===== src/rtl/pad_byte_tx.sv =====
// pad_byte_tx: buffers core bytes and sends them to the padframe with a four-phase strobe/ack handshake.
// Latency: a byte reaches io_out[15:8] 2 cycles after push; strobe rises SETUP_CYC cycles later.
// Backpressure: tx_ready drops when the FIFO is full or reset is high; a slow ack stalls the drain.

// Small generic FIFO used to buffer bytes ahead of the handshake engine.
// Latency: data visible on out_dat one cycle after push; pop takes effect on the next edge.
// Backpressure: in_rdy low when full; out_vld low when empty.
module pad_byte_fifo #(
  parameter int WIDTH = 8,
  parameter int DEPTH = 4
) (
  input  logic             clk,
  input  logic             reset,
  input  logic             in_vld,
  output logic             in_rdy,
  input  logic [WIDTH-1:0] in_dat,
  output logic             out_vld,
  input  logic             out_rdy,
  output logic [WIDTH-1:0] out_dat
);
  localparam int AW = $clog2(DEPTH);
  localparam int CW = $clog2(DEPTH + 1);

  logic [WIDTH-1:0] mem [DEPTH];
  logic [AW-1:0]    wr_ptr;
  logic [AW-1:0]    rd_ptr;
  logic [CW-1:0]    count;
  logic             push;
  logic             pop;

  assign in_rdy  = (count != CW'(DEPTH));
  assign out_vld = (count != '0);
  assign out_dat = mem[rd_ptr];
  assign push    = in_vld & in_rdy;
  assign pop     = out_vld & out_rdy;

  // Storage, pointers and occupancy; pointers wrap naturally since DEPTH is a power of two.
  always_ff @(posedge clk or posedge reset) begin
    if (reset) begin
      for (int i = 0; i < DEPTH; i++) mem[i] <= '0;
      wr_ptr <= '0;
      rd_ptr <= '0;
      count  <= '0;
    end else begin
      if (push) begin
        mem[wr_ptr] <= in_dat;
        wr_ptr      <= wr_ptr + AW'(1);
      end
      if (pop) rd_ptr <= rd_ptr + AW'(1);
      case ({push, pop})
        2'b10:   count <= count + CW'(1);
        2'b01:   count <= count - CW'(1);
        default: count <= count;
      endcase
    end
  end
endmodule

module pad_byte_tx #(
  parameter int DEPTH       = 4,
  parameter int SETUP_CYC   = 2,
  parameter int TIMEOUT_CYC = 255
) (
  input  logic        clk,
  input  logic        reset,
  input  logic [7:0]  tx_data,
  input  logic        tx_valid,
  output logic        tx_ready,
  input  logic        enable,
  input  logic        err_clr,
  input  logic [15:0] io_in,
  output logic [15:0] io_out,
  output logic [15:0] oeb,
  output logic        busy,
  output logic        timeout_err
);
  localparam int MAXC = (SETUP_CYC > TIMEOUT_CYC) ? SETUP_CYC : TIMEOUT_CYC;
  localparam int TW   = $clog2(MAXC + 1);
  localparam logic [TW-1:0] SETUP_LAST   = TW'(SETUP_CYC - 1);
  localparam logic [TW-1:0] TIMEOUT_LAST = TW'(TIMEOUT_CYC - 1);

  typedef enum logic [2:0] {IDLE, SETUP, WAIT_HI, WAIT_LO, RECOVER} state_t;

  state_t        state, state_d;
  logic [TW-1:0] timer, timer_d;
  logic [7:0]    data_q, data_d;
  logic          strobe_q, strobe_d;
  logic          err_set;
  logic          ack_meta, ack_s;
  logic          fifo_in_rdy;
  logic          fifo_vld;
  logic          pop;
  logic [7:0]    fifo_dat;
  logic          drive;
  logic          unused_io;

  // Only the ack pin is meaningful; the rest of the pad inputs belong to the receive path.
  assign unused_io = ^{io_in[15:8], io_in[6:0]};

  pad_byte_fifo #(.WIDTH(8), .DEPTH(DEPTH)) u_fifo (
    .clk     (clk),
    .reset   (reset),
    .in_vld  (tx_valid),
    .in_rdy  (fifo_in_rdy),
    .in_dat  (tx_data),
    .out_vld (fifo_vld),
    .out_rdy (pop),
    .out_dat (fifo_dat)
  );

  // Ack comes from another clock domain off-chip: two-flop synchroniser before any use.
  always_ff @(posedge clk or posedge reset) begin
    if (reset) begin
      ack_meta <= 1'b0;
      ack_s    <= 1'b0;
    end else begin
      ack_meta <= io_in[7];
      ack_s    <= ack_meta;
    end
  end

  // FSM state, shared timer and registered pad outputs.
  always_ff @(posedge clk or posedge reset) begin
    if (reset) begin
      state    <= IDLE;
      timer    <= '0;
      data_q   <= '0;
      strobe_q <= 1'b0;
    end else begin
      state    <= state_d;
      timer    <= timer_d;
      data_q   <= data_d;
      strobe_q <= strobe_d;
    end
  end

  // Next-state logic; the timer restarts from zero on every state entry.
  always_comb begin
    state_d  = state;
    timer_d  = timer + TW'(1);
    data_d   = data_q;
    strobe_d = strobe_q;
    err_set  = 1'b0;
    pop      = 1'b0;
    case (state)
      IDLE: begin
        strobe_d = 1'b0;
        timer_d  = '0;
        // A high ack here means the receiver has not finished the previous cycle.
        if (enable && fifo_vld && !ack_s) begin
          pop     = 1'b1;
          data_d  = fifo_dat;
          state_d = SETUP;
        end
      end
      SETUP: begin
        if (timer == SETUP_LAST) begin
          strobe_d = 1'b1;
          state_d  = WAIT_HI;
          timer_d  = '0;
        end
      end
      WAIT_HI: begin
        if (ack_s) begin
          strobe_d = 1'b0;
          state_d  = WAIT_LO;
          timer_d  = '0;
        end else if (timer == TIMEOUT_LAST) begin
          strobe_d = 1'b0;
          err_set  = 1'b1;
          state_d  = RECOVER;
          timer_d  = '0;
        end
      end
      WAIT_LO: begin
        if (!ack_s) begin
          state_d = IDLE;
          timer_d = '0;
        end else if (timer == TIMEOUT_LAST) begin
          err_set = 1'b1;
          state_d = RECOVER;
          timer_d = '0;
        end
      end
      RECOVER: begin
        // The timed-out byte is abandoned; just wait for the line to go quiet.
        timer_d  = '0;
        strobe_d = 1'b0;
        if (!ack_s) state_d = IDLE;
      end
      default: begin
        state_d  = IDLE;
        timer_d  = '0;
        strobe_d = 1'b0;
      end
    endcase
  end

  // Sticky timeout flag; a new timeout wins over a simultaneous clear.
  always_ff @(posedge clk or posedge reset) begin
    if (reset)        timeout_err <= 1'b0;
    else if (err_set) timeout_err <= 1'b1;
    else if (err_clr) timeout_err <= 1'b0;
  end

  // Pads stay driven until an in-flight byte finishes even if enable drops.
  assign drive    = !reset && (enable || (state != IDLE));
  assign io_out   = {data_q, 1'b0, strobe_q, 6'b000000};
  assign oeb      = {{8{!drive}}, 1'b1, !drive, 6'b111111};
  assign busy     = (state != IDLE) || fifo_vld;
  assign tx_ready = fifo_in_rdy && !reset;
endmodule


===== config.mk =====
export PLATFORM = sky130hd
export DESIGN_NAME = pad_byte_tx
export DESIGN_NICKNAME = d
export VERILOG_FILES = /design/src/rtl/pad_byte_tx.sv
export SDC_FILE = /design/constraint.sdc
export NUM_CORES = 1
export LEC_CHECK = 0
export CAP_MARGIN = 20
export CORE_MARGIN = 8
export CORE_UTILIZATION = 50
export CTS_CLUSTER_DIAMETER = 120
export DETAILED_ROUTE_END_ITERATION = 10
export PLACE_DENSITY = 0.79
export SKIP_CTS_REPAIR_TIMING = 1
export SYNTH_ARGS = -nofsm -noshare
export SYNTH_HDL_FRONTEND = slang
export SYNTH_HIERARCHICAL = 1
export SYNTH_SLANG_ARGS = --single-unit

===== constraint.sdc =====
create_clock -name clk -period 3.9 [get_ports clk]
set_input_delay 0.78 -clock clk [delete_from_list [all_inputs] [get_ports clk]]
set_output_delay 0.78 -clock clk [all_outputs]
set_load 0.005 [all_outputs]

==> results.toml <==
[grt]
grt_util_all_layers_pct = 13.6
grt_overflow = 0
grt_max_degree = 40
grt_pass1_wl_microns = 9560
grt_antenna_before_repair = 0
grt_pass1_vias = 1898

[power]
power.density_mw_per_mm2 = 757
power.total_w = 0.00277
p_leak_nw = 1.65
ir_worst_vdd_mv = 0.426

[sta]
worst_pin_slew_ps = 781
relSlewSlack_pct = 47.4
finalHoldViolCount = 0
rsz0062_at_grt = "no"
final.setup.tns_ps = 0
slew_viol_final = 0
setup_viol = 0
period_minus_slack_ps = 3280
fmax_ghz = 0.305
finalClockSkew_ps = 6.59
min_period_over_period_pct = 84.0
hold_ws_ps = 353

[clocking]
clk_pin_slew_ps = 70
h-tree-depth = 3
cts_buffer_depth = 2
cts.sink_count = 62
cts_tree = "built"
worst_skew_pair.late_latency_ps = 330
cts_root_buffer = "clkbuf_8"
cts_buffers = 9

[routing]
routed_via_density = 5.20
drt_iter0_markers = 63
dr.pass1.iters = 4
wire_per_inst_microns = 16.8
final_antenna_net_count = 0
drc = 0
vias = 1814
drt-total-wl_microns = 5850

[setup_path]
crit_required_ps = 3120
cp-start-kind = "primary input"
critPathArrivalTime_ps = 2500
cp-end-kind = "output port"
critPathMostFrequentCell = "clkdlybuf4s50_1"
cp_cell_sequence = "clkdlybuf4s50_1 -> o21ai_0 -> clkdlybuf4s50_1"
crit_slowest_cell = "clkdlybuf4s50_1"
crit_family = "buffers and inverters"
worstSetupPathType = "in -> out"
critPathBufInv = 2
max_stage_delay_ps = 650
crit_path_max_fanout = 9

[cells_and_area]
drive_gt1_share_pct = 29.8
stdcell_area_sq_mm = 0.00366
fin_util_pct = 57.9
synthToLayoutAreaGrowth_pct = 12.9
num_antenna_cells = 0
mostFrequentLayoutCell = "dfrtp_1"
layout_common_cells = "dfrtp_1 (62), clkdlybuf4s50_1 (34), mux2_4 (32)"
final_nets = 306

[floorplan]
rows = 29
ioPinCount = 64
die_w_microns = 96.5
die_h_microns = 96.5
core_sq_mm = 0.00631
start_util_pct = 51.3
fp.dieArea_sq_mm = 0.00931

[status]
status = "finished clean"

[logic_synthesis]
netlist-cell-type-count = 43
ys_warn_count = 6
syn-instance-count = 239
yosys_register_bits = 62
syn-cell-area_sq_mm = 0.00324
avgSynthCellArea_sq_um = 13.6
seq_area_frac_synth_pct = 47.9
synth_largest_area_cell = "dfrtp_1"
synth.top_cell.area_share_pct = 47.9
netlist_top_cells_area = "dfrtp_1 (48%), mux2_4 (15%), mux4_2 (5.6%), buf_4 (5.3%), mux2_2 (3.1%)"

[placement]
routabilityCongestion = 0.819
place_area_sq_mm = 0.00350
place.port_buffers = 34
dp_hpwl_microns = 4050

[job]
drv_cap = 0

[min_path]
hp-class = "reg -> reg"
## routing by layer
| layer | global-route usage (%) | vias to the layer above | share of wire (%) |
|---|---|---|---|
| li1 | - | 845 | - |
| met1 | 17.3 | 927 | 45 |
| met2 | 21.4 | 34 | 49 |
| met3 | 4.79 | 8 | 5.1 |
| met4 | 4.16 | 0 | 1.1 |
| met5 | 0 | - | 0 |
## kinds of logic after synthesis
family | Yosys count | synth area share [%]
AOI/OAI and AO/OA | 15 | 3.47
xor gates and xnor gates | 12 | 3.24
adders and majority gates | 9 | 3.71
buffers and inverters | 44 | 9.00
DFF | 62 | 47.9
muxes | 50 | 23.8
other | 2 | 0.232
and+or+nand+nor | 45 | 8.65
## layout make-up
| cell class | instances | area, sq um |
|---|---|---|
| clock buffer | 10 | 128 |
| clock inverter | 5 | 27.5 |
| fill | 523 | 2660 |
| inverter | 13 | 48.8 |
| multi-input combinational | 145 | 1440 |
| sequential | 62 | 1550 |
| tap | 77 | 96.3 |
| timing repair buffer | 37 | 363 |
## path summary, 6_finish.rpt
kind	startpoint	to	slack [ps]	depth (start not counted)
worst max-delay path	enable	oeb[11]	620	3
max in group asynchronous	reset	u_fifo/mem[29]	2640	3
worst max register to register	state[2]	u_fifo/count[2]	1470	11
worst min register to register	ack_meta	ack_s	350	0
min in group asynchronous	reset	data_q[2]	900	3
worst min-delay path	ack_meta	ack_s	350	0
## flip-flops by register name, indices dropped and copies added (netlist names)
register / count
u_fifo/rd_ptr: 2
ack_meta: 1
strobe_q: 1
data_q: 8
timeout_err: 1
ack_s: 1
u_fifo/mem: 32
u_fifo/count: 3
u_fifo/wr_ptr: 2
state: 3
timer: 8
## synthesized netlist by cell type
master	count
nand2_2	1
and3b_2	1
fa_1	1
buf_6	5
mux2_2	9
mux4_2	8
a21oi_1	3
and3_4	4
a31oi_1	1
and4_1	2
dfrtp_1	62
nor3_4	1
mux2i_1	1
nand3_1	4
a21o_1	1
or3_2	1
inv_1	13
nor2b_1	1
nand4_1	1
xor2_1	8
nand2_1	10
o31a_2	1
o21bai_1	1
conb_1	2
buf_4	23
or2_2	2
or3b_1	1
a22oi_2	1
a211oi_2	1
nor4b_2	1
nor3_1	2
and3_1	2
ha_1	8
nor2_4	1
mux2_4	32
o211a_1	1
o31ai_1	1
o21ai_0	3
o41ai_1	1
buf_2	2
xnor2_1	4
nor2_1	10
buf_1	1
## per-stage QoR
step           instances  setup slack [ps]
2_1_floorplan        251              1090
3_3_place_gp         334               708
3_5_place_dp         334               614
4_1_cts              349               618
5_1_grt              349               513
6_report             349               624
## report_power, final
part | switching [W] | internal [W]
clock network | 0.000245 | 0.000222
logic | 0.000402 | 0.000745
registers | 0.000230 | 0.000924
total | 0.000876 | 0.00189
## worst reg2reg max path, cell delays in order (launching register included)
cell and delay, ps:
dfrtp_1 460, nor2_4 180, nand2_2 100, nor3_4 160, buf_4 230, o31a_2 210, ha_1 180, inv_1 60
fa_1 370, xor2_1 150, nor2_1 110, xor2_1 150
No activity file was read; power rests on OpenSTA's default activity.
